File: src/rtl/controle_varredura_matriz.sv
// controle_varredura_matriz: column-scan controller for a 7x5 active-low LED matrix
// Ports: clk, rst_n (sync, active-low), habilita (1 = scan running),
//   coluna1..coluna5 (active-low row patterns, bit i = row i),
//   brilho (duty level 0..7, present only when BRILHO_EN is defined),
//   col_sel (one-hot column enable, bit0 = coluna1), linhas (active-low row drive),
//   frame_fim (one-cycle pulse on the first cycle of each new frame).
// Optional feature: define BRILHO_EN to add brilho and shorten the lit part of each column window.
module controle_varredura_matriz #(
  parameter int DIV_TICKS = 1000,
  parameter int BLANK_TICKS = 50,
  parameter int CNT_W = 16
) (
  input  logic       clk,
  input  logic       rst_n,
  input  logic       habilita,
  input  logic [6:0] coluna1,
  input  logic [6:0] coluna2,
  input  logic [6:0] coluna3,
  input  logic [6:0] coluna4,
  input  logic [6:0] coluna5,
`ifdef BRILHO_EN
  input  logic [2:0] brilho,
`endif
  output logic [4:0] col_sel,
  output logic [6:0] linhas,
  output logic       frame_fim
);
  typedef enum logic [1:0] {OFF, ATIVO, BLANK} estado_t;
  localparam logic [CNT_W-1:0] DIV_LAST = CNT_W'(DIV_TICKS - 1);
  localparam logic [CNT_W-1:0] BLK_LAST = CNT_W'(BLANK_TICKS > 0 ? BLANK_TICKS - 1 : 0);
  estado_t estado, estado_n;
  logic [2:0] idx, idx_n;
  logic [CNT_W-1:0] cnt, cnt_n;
  logic [6:0] sombra [5];
  logic [6:0] entrada [5];
  logic carga, volta, aceso;
  logic [6:0] padrao;
  assign entrada[0] = coluna1;
  assign entrada[1] = coluna2;
  assign entrada[2] = coluna3;
  assign entrada[3] = coluna4;
  assign entrada[4] = coluna5;
  always_comb begin
    estado_n = estado;
    idx_n = idx;
    cnt_n = cnt;
    carga = 1'b0;
    volta = 1'b0;
    if (!habilita) begin
      estado_n = OFF;
      idx_n = '0;
      cnt_n = '0;
    end else if (estado != ATIVO && estado != BLANK) begin
      estado_n = ATIVO;
      idx_n = '0;
      cnt_n = '0;
      carga = 1'b1;
    end else if ((estado == ATIVO && cnt == DIV_LAST && BLANK_TICKS == 0) ||
                 (estado == BLANK && cnt == BLK_LAST)) begin
      estado_n = ATIVO;
      cnt_n = '0;
      volta = idx == 3'd4;
      carga = volta;
      idx_n = volta ? 3'd0 : idx + 3'd1;
    end else if (estado == ATIVO && cnt == DIV_LAST) begin
      estado_n = BLANK;
      cnt_n = '0;
    end else begin
      cnt_n = cnt + 1'b1;
    end
  end
  // Outputs are registered from next-state values; a fresh latch is visible on the same edge.
  assign padrao = carga ? entrada[idx_n] : sombra[idx_n];
`ifdef BRILHO_EN
  logic [2:0] brilho_r, brilho_n;
  assign brilho_n = carga ? brilho : brilho_r;
  assign aceso = 32'(cnt_n) < (((32'(brilho_n) + 32'd1) * 32'(DIV_TICKS)) >> 3);
  always_ff @(posedge clk)
    if (!rst_n) brilho_r <= 3'd7;
    else if (carga) brilho_r <= brilho;
`else
  assign aceso = 1'b1;
`endif
  always_ff @(posedge clk) begin
    if (!rst_n) begin
      estado <= OFF;
      idx <= '0;
      cnt <= '0;
      for (int i = 0; i < 5; i++) sombra[i] <= 7'h7F;
      col_sel <= '0;
      linhas <= 7'h7F;
      frame_fim <= 1'b0;
    end else begin
      estado <= estado_n;
      idx <= idx_n;
      cnt <= cnt_n;
      if (carga) for (int i = 0; i < 5; i++) sombra[i] <= entrada[i];
      col_sel <= estado_n == ATIVO ? 5'd1 << idx_n : 5'd0;
      linhas <= estado_n == ATIVO && aceso ? padrao : 7'h7F;
      frame_fim <= volta;
    end
  end
endmodule

File: config.mk
export PLATFORM = sky130hd
export DESIGN_NAME = controle_varredura_matriz
export DESIGN_NICKNAME = d
export VERILOG_FILES = /design/src/rtl/controle_varredura_matriz.sv
export SDC_FILE = /design/constraint.sdc
export NUM_CORES = 1
export LEC_CHECK = 0
export ABC_AREA = 1
export BUFFER_PORTS_ARGS = -buffer_cell sky130_fd_sc_hd__buf_2
export CAP_MARGIN = 25
export CORE_ASPECT_RATIO = 0.6
export CORE_MARGIN = 1
export CORE_UTILIZATION = 30
export CTS_BUF_LIST = sky130_fd_sc_hd__clkbuf_16
export DETAILED_ROUTE_END_ITERATION = 8
export GPL_ROUTABILITY_DRIVEN = 0
export PLACE_DENSITY = 0.49
export SLEW_MARGIN = 20
export SYNTH_ARGS = -nofsm -noshare
export SYNTH_HDL_FRONTEND = slang
export SYNTH_SLANG_ARGS = --single-unit
File: constraint.sdc
create_clock -name clk -period 2.1 [get_ports clk]
set_input_delay 0.42 -clock clk [delete_from_list [all_inputs] [get_ports clk]]
set_output_delay 0.42 -clock clk [all_outputs]
set_load 0.02 [all_outputs]
# ---- Yosys cells after proc, flatten, opt, wreduce, memory -nomap -nowiden
# Memory sizes are Yosys's and may differ from the RTL's.
# Index checks and enable logic that the tools add are counted.
dict set report classes {
  n_addsub 2
  n_lt_le_gt_ge 1
  eq_ne 8
  n_shift 1
  mux 24
  n_bitwise 8
  n_reduce_logical 6
}
# cell count
set ops {}
lappend ops {{7-bit 2-to-1 mux} 8}
lappend ops {{7-bit binary-select mux with 3-bit select} 1}
lappend ops {{16-bit by 1-bit adder with 16-bit output, second input constant} 1}
lappend ops {{16-bit by 10-bit == test with 1-bit output, second input constant} 1}
lappend ops {{16-bit by 6-bit == test with 1-bit output, second input constant} 1}
lappend ops {{3-bit 2-to-1 mux} 4}
lappend ops {{2-bit 2-to-1 mux} 4}
lappend ops {{1-bit 2-to-1 mux} 7}
lappend ops {{1-bit bitwise OR} 5}
lappend ops {{5-bit OR reduction} 1}
lappend ops {{1-bit by 3-bit << shifter with 5-bit output, first input constant} 1}
lappend ops {{2-bit by 1-bit == test with 1-bit output, second input constant} 2}
lappend ops {{4-bit greater-or-equal comparator, second input constant} 1}
lappend ops {{3-bit inverter with 4-bit output} 1}
lappend ops {{3-bit by 1-bit adder with 3-bit output, second input constant} 1}
lappend ops {{3-bit == test, second input constant} 1}
lappend ops {{1-bit logical AND} 3}
lappend ops {{3-bit OR reduction} 1}
lappend ops {{2-bit == test, second input constant} 1}
lappend ops {{2-bit by 1-bit != test with 1-bit output, second input constant} 1}
lappend ops {{2-bit != test, second input constant} 1}
lappend ops {{1-bit inverter} 2}
lappend ops {{2-bit AND reduction} 1}
dict set report word_totals {
  ff_bits 34
  ramBits 35
  elab_cells 57
  n_memories 1
}
# name words width rd rd_ports_with_merged_regs wr line_no
set mem_list {}
lappend mem_list {sombra 5 7 1 0 5 34} ;# logic [6:0] sombra [5];

# ---- Longest topological paths before layout
# Gate-level depths: netlist (run 1).
dict set report depth {
  depth_word 10
  mapped_depth 17
  depth_no_buf 16
}

# ---- Worst setup path after synthesis (run 1)
# Ideal clock, no wire load.
dict set report synth_timing {
  kind {register -> register}
  start {register estado[0]}
  end {memory sombra[0][0] (enable)}
  setup_ps 393
  arrival_time_ps 1888
  required_ps 1707
  slack_ps -181
  path_stages_with_launch 11
  path_buffers 0
  path_cell_list {dfxtp_1 > inv_1 > ha_1 > inv_1 > nor2_1 > nand2_1 > nor2_2 > nand3_2 > nand2_1 > nand2_2 > nand2_1}
}
# element line_no
set synth_lines {}
lappend synth_lines {{start: declaration} 31} ;# estado_t estado, estado_n;
lappend synth_lines {{start signal: assignment} 94} ;# estado <= estado_n;
lappend synth_lines {{end: declaration} 34}

# ---- Worst setup path in the final report (run 1)
dict set report layout_timing {
  start {register estado[0]}
  end {register linhas[4]}
}
dict set report layout_between {
  elab_chain_cells 10
  word_cells_on_any_way 25
  cone_classes {eq/ne (5); mux (14); bitwise (1); reduce/logical (4); memory (1)}
}
# element line_no
set layout_lines {}
lappend layout_lines {{2-bit == test} 59} ;# (estado == BLANK && cnt == BLK_LAST)) begin
lappend layout_lines {{1-bit logical AND} 59}
lappend layout_lines {{3-bit 2-to-1 mux} 58} ;# end else if ((estado == ATIVO && cnt == DIV_LAST && BLANK_TICKS == 0) ||
lappend layout_lines {{3-bit 2-to-1 mux} 53} ;# end else if (estado != ATIVO && estado != BLANK) begin
lappend layout_lines {{3-bit 2-to-1 mux} 49} ;# if (!habilita) begin
lappend layout_lines {{3-bit inverter with 4-bit output (not written as such)} 73} ;# assign padrao = carga ? entrada[idx_n] : sombra[idx_n];
lappend layout_lines {{7-bit binary-select mux with 3-bit select} 73}
lappend layout_lines {{7-bit 2-to-1 mux (not written as such) (2 in a row)} 73}
lappend layout_lines {{7-bit 2-to-1 mux} 73}
lappend layout_lines {{end signal: assignment} 99} ;# linhas <= estado_n == ATIVO && aceso ? padrao : 7'h7F;
lappend layout_lines {{end: declaration} 25} ;# output logic [6:0] linhas,
# Several ways; a longest one is shown, not always the timed one. The select of a mux whose other input is x is not followed.
# A chain may end at the register's enable or synchronous reset.

==> impl_metrics.env, run 1 <==
export IMPL_status="completed"
export IMPL_syn_avg_cell_area_um2=7.736
export IMPL_grt_start_max_net_pins=36
export IMPL_grt_first_pass_wirelength_mm=14.61
export IMPL_synth_edff_count=35
export IMPL_end_kind="register"
export IMPL_cts_tree="done"
export IMPL_worst_pin_slew_ns=0.4237
export IMPL_vias=3295
export IMPL_yosys_mux_area_fraction=0
export IMPL_final_max_slew_viol_count=0
export IMPL_finClkSkew_ns=0.01062
export IMPL_row_count=30
export IMPL_power_density_mw_per_mm2=675.1
export IMPL_path_class="reg2reg"
export IMPL_synth_area_leader_cell="edfxtp_1"
export IMPL_antenna_found_initial=0
export IMPL_synth_simple_gate_area_frac=0.3398
export IMPL_tns_ns=0
export IMPL_multi_input_area_mm2=0.001637
export IMPL_synth_seq_area_share=0.4703
export IMPL_initial_utilization=0.3165
export IMPL_area_growth_pct=30.38
export IMPL_ys_warn_count=0
export IMPL_synth_seq_cells=69
export IMPL_synth_top_area_share=0.2854
export IMPL_fin_nets=601
export IMPL_critPathLaunchType="register"
export IMPL_routed_wl_mm=10.03
export IMPL_most_common_layout_cells="nand2_1 (132), inv_1 (91), buf_2 (50)"
export IMPL_finalSetupViolations=0
export IMPL_syn_num_nets=520
export IMPL_final_common_cell="nand2_1"
export IMPL_gr_total_overflow=0
export IMPL_cpPeakStageDelay_ns=0.33
export IMPL_clockBufferDepth=2
export IMPL_die_area_mm2=0.01274
export IMPL_post_route_period_util=0.9646
export IMPL_async_reset_ff_frac=0
export IMPL_hold_buffers=0
export IMPL_drc=0
export IMPL_critical_path_required_ns=2.33
export IMPL_clk_latency_ns=0.34
export IMPL_synth_fa_ha_area_frac=0.02039
export IMPL_antenna_left=0
export IMPL_hp_class="in2reg"
export IMPL_insertedDiodeCount=0
export IMPL_cts_buffers=9
export IMPL_crit_path_top_delay_cell="dfxtp_2"
export IMPL_ys_types=31
export IMPL_ios=51
export IMPL_drive_gt1_frac=0.2758
export IMPL_cp_top_family="simple AND/OR/NAND/NOR gates"
export IMPL_period_needed_ns=2.026
export IMPL_die_h_um=87.82
export IMPL_ff_latch_area_mm2=0.001737
export IMPL_coreArea_mm2=0.01164
export IMPL_grt_pass1_vias=2878
export IMPL_synth_area_leaders="edfxtp_1 (29%), dfxtp_1 (18%), nand2_1 (14%)"
export IMPL_place_hpwl_mm=6.487
export IMPL_postSynthCellCount=476
export IMPL_stdcell_count=722
export IMPL_cts_sinks=69
export IMPL_ir_drop_mv=0.4299
export IMPL_max_slew_margin=0.7167
export IMPL_grt_usage=0.1506
export IMPL_drt_initial_drc_count=177
export IMPL_power_leakage_nw=2.237
export IMPL_synth_top_family_by_area="simple AND/OR/NAND/NOR gates"
export IMPL_cp_max_fo=14
export IMPL_clk_pin_slew_worst_paths_ns=0.06
export IMPL_fin_util=0.4126
export IMPL_drtPass1Iterations=5
export IMPL_htree_levels=3
export IMPL_synth_xor_area_frac=0.009514
export IMPL_path_cells="inv_2, ha_4, inv_2, nor2_4, nand2_2, nor2_4, nand2_2, nand2_2, nand2_4, nor2_4, clkbuf_16, nand2_1, nand3_1, nand3_1, nand2_1, nand2_1"
export IMPL_power_mw=3.241
export IMPL_fill_cells=1203
export IMPL_io_buffers=50
export IMPL_dominantRegCellSynth="edfxtp_1"
export IMPL_die_w_um=145.0
export IMPL_crit_arrival_ns=2.25
export IMPL_routed_via_density=4.564
export IMPL_crit_buf_inv=3
export IMPL_routedWlPerCell_um=13.89
export IMPL_final_area_mm2=0.004801
export IMPL_maxCapViolCount=0
export IMPL_final_hold_viol_count=0
export IMPL_fmax_mhz=493.7
export IMPL_netlist_area_mm2=0.003682
export IMPL_synth_compound_area_frac=0.03602
export IMPL_place_area_mm2=0.004178
export IMPL_clockRootBuffer="clkbuf_16"
export IMPL_dp_cells=686
==> state kept, by name (all words and copies together) (netlist names) <==
| signal | count |
|---|---|
| cnt | 16 |
| frame_fim | 1 |
| linhas | 7 |
| idx | 3 |
| col_sel | 5 |
| sombra | 35 |
| estado | 2 |
==> tightest hold or removal path: cells and delay by family <==
family | cells | cell delay [ns]
buffers and inverters | 2 | 0.10
and+or+nand+nor | 1 | 0.05
==> cell usage after synthesis (6+ instances only) <==
| cell | n |
|---|---|
| nand2_2 | 8 |
| dfxtp_1 | 34 |
| inv_1 | 93 |
| nor2_1 | 29 |
| ha_1 | 6 |
| nand2_1 | 137 |
| o21ai_0 | 15 |
| a21oi_1 | 7 |
| edfxtp_1 | 35 |
| nand3_1 | 44 |
| nor3_1 | 11 |
| nand3_2 | 8 |
| nor2_4 | 6 |
==> per-layer routing <==
metal,vias to the layer above,GRT usage,wire length [um]
met5,-,0,0
met3,15,0.03750,640
met4,0,0.05513,127
met2,110,0.2102,4041
li1,1642,-,-
met1,1528,0.2217,5216
==> per-stage QoR <==
stage / setup slack, ns / hold WS (ns)
finish: 0.07432 / 0.3429
global route: -0.05756 / 0.3380
CTS: 0.02567 / 0.3352
detailed placement: -0.07082 / 0.5076
global placement: -0.02138 / 0.4995
floorplan: 0.1461 / 0.4334
==> cell families after synthesis <==
family          after synthesis
fa+ha+maj                     6
xor+xnor                      4
simple gates                262
buf+inv                     110
compound gates               25
flops                        69
==> worst paths after layout <==
| check | from | to | slack, ns | cells past startpoint |
|---|---|---|---|---|
| setup / recovery | estado[0] | linhas[4] | 0.07 | 16 |
| hold / removal | coluna5[5] | sombra[4][5] | 0.34 | 3 |
| setup reg to reg | estado[0] | linhas[4] | 0.07 | 16 |
| hold reg to reg | cnt[9] | cnt[9] | 0.52 | 2 |
==> power by group <==
group	total, mW	internal (mW)	switching [mW]
Sequential	1.48	1.46	0.0135
Combinational	0.294	0.111	0.183
Clock	1.47	0.902	0.569
==> what timing repair did <==
item,4_1_cts,5_1_grt
pin swaps,1,21
buffers inserted,2,13
gates cloned,0,5
resized for setup,0,36
endpoints found under the setup margin,7,84
==> area by class of cell <==
class,count,area share
inverters,98,0.07793
multi-input cells,299,0.3409
well taps,160,0.04170
flip-flops and latches,69,0.3617
clock buffers,9,0.04691
repair buffers,80,0.1186
clock inverters,7,0.01225
Power figures use the tool's default switching activity.
==> run 2, diff against run 1 <==
--- a/config.mk
+++ b/config.mk
@@ -10,11 +10,11 @@
 export CAP_MARGIN = 25
 export CORE_ASPECT_RATIO = 0.6
 export CORE_MARGIN = 1
-export CORE_UTILIZATION = 30
+export CORE_UTILIZATION = 52
 export CTS_BUF_LIST = sky130_fd_sc_hd__clkbuf_16
 export DETAILED_ROUTE_END_ITERATION = 8
 export GPL_ROUTABILITY_DRIVEN = 0
-export PLACE_DENSITY = 0.49
+export PLACE_DENSITY = 0.76
 export SLEW_MARGIN = 20
 export SYNTH_ARGS = -nofsm -noshare
 export SYNTH_HDL_FRONTEND = slang
==> run 2 against run 1 <==
Sequential power barely moved. Final cell count fell by 12%. Hold slack improved by 0.0050 ns. Register-to-register slack improved by 0.08 ns. First-iteration DRC count rose by 71%. Design area fell by 8.3%. Global-route usage rose by 9.0 points. Sequential cell count did not move. Total power fell by 6.2%. Combinational power fell by 11%. Largest power group unchanged.
==> impl_metrics.env, run 2 (synthesis results as in run 1) <==
export IMPL_clockRootBuffer="clkbuf_16"
export IMPL_crit_arrival_ns=2.18
export IMPL_crit_path_top_delay_cell="dfxtp_1"
export IMPL_initial_utilization=0.5445
export IMPL_ir_drop_mv=0.3414
export IMPL_ios=51
export IMPL_coreArea_mm2=0.006763
export IMPL_clockBufferDepth=2
export IMPL_critPathLaunchType="register"
export IMPL_gr_total_overflow=0
export IMPL_io_buffers=50
export IMPL_rr_endpoint="linhas[4]"
export IMPL_finalSetupViolations=0
export IMPL_path_cells="inv_1, ha_1, inv_1, nor2_1, nand2_1, nor2_4, nand3_2, nand2_4, inv_2, nand2_4, buf_4, buf_4, o21ai_0, inv_1, nand2_1, nand2_1"
export IMPL_final_common_cell="nand2_1"
export IMPL_routed_wl_mm=8.531
export IMPL_grt_start_max_net_pins=28
export IMPL_grt_first_pass_wirelength_mm=13.43
export IMPL_area_growth_pct=19.57
export IMPL_final_max_slew_viol_count=0
export IMPL_power_density_mw_per_mm2=690.8
export IMPL_largest_reg_flops=35
export IMPL_htree_levels=3
export IMPL_end_kind="register"
export IMPL_clk_pin_slew_worst_paths_ns=0.05
export IMPL_antenna_found_initial=0
export IMPL_drive_gt1_frac=0.2216
export IMPL_r2r_start="cnt[1]"
export IMPL_tns_ns=0
export IMPL_clk_latency_ns=0.33
export IMPL_regMostFlops="sombra"
export IMPL_critical_path_required_ns=2.33
export IMPL_power_leakage_nw=2.129
export IMPL_setup_worst_path_end="linhas[4]"
export IMPL_worst_pin_slew_ns=0.3678
export IMPL_insertedDiodeCount=0
export IMPL_drc=0
export IMPL_antenna_left=0
export IMPL_hp_class="in2reg"
export IMPL_stdcell_count=633
export IMPL_reg_top3="sombra: 35 flops, cnt: 16 flops, linhas: 7 flops"
export IMPL_fin_nets=585
export IMPL_die_area_mm2=0.007432
export IMPL_drtPass1Iterations=6
export IMPL_routedWlPerCell_um=13.48
export IMPL_fill_cells=560
export IMPL_status="completed"
export IMPL_vias=3173
export IMPL_rrSetupSlack_ns=0.15
export IMPL_grt_usage=0.2404
export IMPL_finClkSkew_ns=0.007279
export IMPL_cp_startpoint="cnt[1]"
export IMPL_hold_buffers=0
export IMPL_fmax_mhz=512.9
export IMPL_dp_cells=612
export IMPL_max_slew_margin=0.7529
export IMPL_most_common_layout_cells="nand2_1 (133), inv_1 (95), buf_2 (50)"
export IMPL_cpPeakStageDelay_ns=0.34
export IMPL_die_w_um=110.6
export IMPL_period_needed_ns=1.950
export IMPL_cp_max_fo=6
export IMPL_place_hpwl_mm=6.009
export IMPL_cts_sinks=69
export IMPL_final_hold_viol_count=0
export IMPL_drt_initial_drc_count=303
export IMPL_cts_tree="done"
export IMPL_worstRegToRegCells=16
export IMPL_rsz0062_at_grt="yes"
export IMPL_routed_via_density=5.013
export IMPL_grt_pass1_vias=2812
export IMPL_post_route_period_util=0.9284
export IMPL_cts_buffers=9
export IMPL_maxCapViolCount=0
export IMPL_row_count=23
export IMPL_path_class="reg2reg"
export IMPL_die_h_um=67.18
==> run 2: changes by cell type in the layout (fill, tap and decap cells not counted), sizes merged <==
cell	before	now
clkbuf	12	9
bufinv	1	0
clkinv	4	6
buf	77	65
nand2	152	151
clkinvlp	1	0
==> run 2: through the flow <==
stage                     hold WS, ns    util  instance area [um2]  total power [mW]  setup WS, ns
after detailed placement       0.4595  0.6031                 4079             1.758        0.1127
after CTS                      0.3471  0.6405                 4332             3.043       0.09707
final                          0.3479  0.6511                 4403             3.042        0.1503
after floorplan                0.4334       -                 3685             1.652        0.1461
after global routing           0.3567  0.6511                 4403             3.165      -0.03741
after global placement         0.4477  0.6031                 4079             1.749        0.1714
==> run 2: layout make-up <==
type                       instances  area, um2  area share
tap                               87      108.9     0.02472
multi-input combinational        298       1536      0.3490
inverter                          98      371.6     0.08440
clock buffer                       9      225.2     0.05115
timing repair buffer              65      400.4     0.09093
sequential                        69       1733      0.3936
clock inverter                     7      27.53    0.006252
==> run 2: where the power goes <==
part           leakage, nW  internal [mW]  switching, mW  total [mW]
combinational         1.44         0.0953          0.167       0.262
sequential           0.558           1.46         0.0137        1.48
clock                0.132          0.770          0.532        1.30
==> run 2: timing repair <==
| action | 4_1_cts | 5_1_grt |
|---|---|---|
| setup buffers | 0 | 4 |
| endpoints found under the setup margin | 0 | 49 |
| resized for setup | 0 | 10 |
==> run 2: worst min path at each step <==
| stage | slack (ns) | endpoint | from | depth (start not counted) |
|---|---|---|---|---|
| detailed placement | 0.46 | cnt[0] | cnt[0] | 1 |
| floorplan | 0.43 | cnt[0] | cnt[0] | 1 |
| finish | 0.35 | sombra[4][4] | coluna5[4] | 3 |
| global placement | 0.45 | cnt[0] | cnt[0] | 1 |
| CTS | 0.35 | sombra[4][4] | coluna5[4] | 3 |
| global route | 0.36 | sombra[4][2] | coluna5[2] | 3 |
==> run 2: critical path: cells and delay by family, from the launching register on <==
family | cells | cell delay (ns)
buf+inv | 6 | 0.66
simple gates | 8 | 0.55
flops | 1 | 0.34
fa+ha+maj | 1 | 0.16
compound gates | 1 | 0.14
==> run 2: layer usage <==
metal | vias up | GRT usage | wire length (um) | share of wire
met5 | - | 0 | 0 | 0
met4 | 0 | 0.07667 | 79 | 0.0093
met3 | 9 | 0.07989 | 774 | 0.091
met2 | 140 | 0.3494 | 3531 | 0.41
met1 | 1424 | 0.3390 | 4145 | 0.49
li1 | 1600 | - | - | -
==> run 3, diff against run 2 <==
--- a/config.mk
+++ b/config.mk
@@ -12,9 +12,11 @@
 export CORE_MARGIN = 1
 export CORE_UTILIZATION = 52
 export CTS_BUF_LIST = sky130_fd_sc_hd__clkbuf_16
+export CTS_CLUSTER_SIZE = 14
 export DETAILED_ROUTE_END_ITERATION = 8
 export GPL_ROUTABILITY_DRIVEN = 0
-export PLACE_DENSITY = 0.76
+export PLACE_DENSITY_LB_ADDON = 0.1
+export SETUP_SLACK_MARGIN = 0.2
 export SLEW_MARGIN = 20
 export SYNTH_ARGS = -nofsm -noshare
 export SYNTH_HDL_FRONTEND = slang
==> run 3 against run 2 <==
Wire length grew 28%. Critical endpoint is now linhas[1]. First-iteration DRC count increased by 7.6%. Register-to-register slack lost 0.13 ns. Critical path depth grew 1. Fmax shrank 6.2%. Via count rose by 9.6%. Final cell count increased by 4.3%.
==> impl_metrics.env, run 3 (synthesis results as in run 1) <==
export IMPL_status="completed"
export IMPL_drc=0
export IMPL_io_buffers=50
export IMPL_cp_depth=17
export IMPL_use_met2=0.3898
export IMPL_cp_max_fo=8
export IMPL_most_common_layout_cells="nand2_1 (100), inv_1 (92), buf_2 (50)"
export IMPL_crit_arrival_ns=2.31
export IMPL_pwr_share_comb=0.125
export IMPL_fmax_mhz=481.0
export IMPL_worst_pin_slew_ns=0.5417
export IMPL_place_area_mm2=0.004064
export IMPL_largest_reg_flops=35
export IMPL_hp_class="in2reg"
export IMPL_clockPowerShare=0.412
export IMPL_worstRegToRegCells=17
export IMPL_routedWlPerCell_um=16.49
export IMPL_finClkSkew_ns=0.004018
export IMPL_antenna_left=0
export IMPL_ios=51
export IMPL_cp_startpoint="cnt[1]"
export IMPL_crit_path_top_delay_cell="dfxtp_2"
export IMPL_swShare=0.2461
export IMPL_rsz0062_at_grt="yes"
export IMPL_insertedDiodeCount=0
export IMPL_fin_nets=612
export IMPL_multi_input_area_mm2=0.001831
export IMPL_fill_cells=463
export IMPL_switching_power_mw=0.7838
export IMPL_critical_path_required_ns=2.33
export IMPL_use_met3=0.09156
export IMPL_place_hpwl_mm=6.103
export IMPL_rr_endpoint="linhas[1]"
export IMPL_cell_internal_pwr_mw=2.402
export IMPL_cts_buffers=9
export IMPL_period_needed_ns=2.079
export IMPL_die_h_um=67.18
export IMPL_gr_total_overflow=0
export IMPL_path_cells="inv_2, ha_4, inv_2, nor2_1, nand2_1, nor2_4, nand2_2, nand2_2, nand2_4, nor2_4, buf_12, buf_12, nand2_2, nand3_2, nand3_2, nand2_2, nand2_1"
export IMPL_routed_wl_mm=10.89
export IMPL_clockBufferDepth=2
export IMPL_final_area_mm2=0.005124
export IMPL_cpPeakStageDelay_ns=0.34
export IMPL_vias=3479
export IMPL_coreArea_mm2=0.006763
export IMPL_grtUsageMet1=0.3764
export IMPL_post_route_period_util=0.9900
export IMPL_clk_latency_ns=0.34
export IMPL_reg_top3="sombra: 35 flops, cnt: 16 flops, linhas: 7 flops"
export IMPL_critPathLaunchType="register"
export IMPL_final_hold_viol_count=0
export IMPL_antenna_found_initial=0
export IMPL_die_area_mm2=0.007432
export IMPL_regMostFlops="sombra"
export IMPL_crit_buf_inv=4
export IMPL_ff_latch_area_mm2=0.001740
export IMPL_min_from="coluna5[4]"
export IMPL_post_place_ws_ns=-0.04678
export IMPL_drt_initial_drc_count=326
export IMPL_area_growth_pct=39.14
export IMPL_drive_gt1_frac=0.3752
export IMPL_grt_usage=0.2665
export IMPL_clockRootBuffer="clkbuf_16"
export IMPL_cts_sinks=69
export IMPL_drtPass1Iterations=5
export IMPL_routed_via_density=5.271
export IMPL_sequentialPowerShare=0.463
export IMPL_power_density_mw_per_mm2=621.7
export IMPL_initial_utilization=0.5445
export IMPL_final_common_cell="nand2_1"
export IMPL_cpMostUsedCell="nand2_2"
export IMPL_maxCapViolCount=0
export IMPL_ir_drop_mv=0.4939
export IMPL_setup_worst_path_end="linhas[1]"
export IMPL_row_count=23
export IMPL_max_slew_margin=0.6361
export IMPL_r2r_start="cnt[1]"
export IMPL_die_w_um=110.6
export IMPL_setup_ws_ns=0.02106
export IMPL_power_leakage_nw=2.363
export IMPL_rrSetupSlack_ns=0.02
export IMPL_grt_first_pass_wirelength_mm=14.82
export IMPL_hold_buffers=0
export IMPL_grt_pass1_vias=2907
export IMPL_htree_levels=3
export IMPL_end_kind="register"
export IMPL_busiest_layer="met2"
export IMPL_cp_top_family="simple AND/OR/NAND/NOR gates"
export IMPL_clk_pin_slew_worst_paths_ns=0.05
export IMPL_path_class="reg2reg"
export IMPL_finalSetupViolations=0
export IMPL_grt_start_max_net_pins=26
export IMPL_final_max_slew_viol_count=0
export IMPL_cts_tree="done"
## run 3: routing by layer
layer | vias to the layer above | share of wire
li1 | 1671 | -
met1 | 1589 | 0.44
met2 | 194 | 0.44
met3 | 25 | 0.11
met4 | 0 | 0.017
met5 | - | 0
## run 3: power groups by stage
stage | Sequential (mW) | Combinational (mW) | Clock (mW)
3_5_place_dp | 1.50 | 0.256 | 0
6_report | 1.48 | 0.398 | 1.31
5_1_grt | 1.48 | 0.422 | 1.38
2_1_floorplan | 1.51 | 0.138 | 0
3_3_place_gp | 1.50 | 0.252 | 0
4_1_cts | 1.48 | 0.304 | 1.32
## run 3: worst min-delay path by stage
stage | to | slack (ns) | cells after the start
final | sombra[4][4] | 0.34 | 3
after detailed placement | cnt[0] | 0.45 | 1
after floorplan | cnt[0] | 0.43 | 1
after global routing | sombra[4][0] | 0.34 | 3
after global placement | cnt[0] | 0.45 | 1
after CTS | sombra[4][4] | 0.33 | 3
## run 3: cell type report
type                    count  area share
clock buffers               9     0.04396
flip-flops and latches     69      0.3397
multi-input cells         298      0.3573
well taps                  87     0.02125
repair buffers             92      0.1580
inverters                  98     0.07448
clock inverters             7    0.005372
## run 3: timing repair
item	in CTS	in global routing
resized for setup	48	75
buffers inserted	15	7
gates cloned	5	6
endpoints found under the setup margin	60	84
pin swaps	17	23
## run 3: metrics by stage
step	instances	TNS [ns]	hold slack (ns)	power [mW]	utilization
after floorplan	476	0	0.4334	1.653	-
after global placement	611	-0.01323	0.4461	1.754	0.6009
after detailed placement	611	-0.08612	0.4537	1.758	0.6009
after CTS	647	0	0.3263	3.102	0.6903
after global routing	660	-0.2389	0.3378	3.278	0.7576
final	660	0	0.3381	3.185	0.7576
## run 3: tightest hold or removal path: cells and delay by family
family                 cells  cell delay, ns
buffers and inverters      2            0.10
and+or+nand+nor            1            0.05
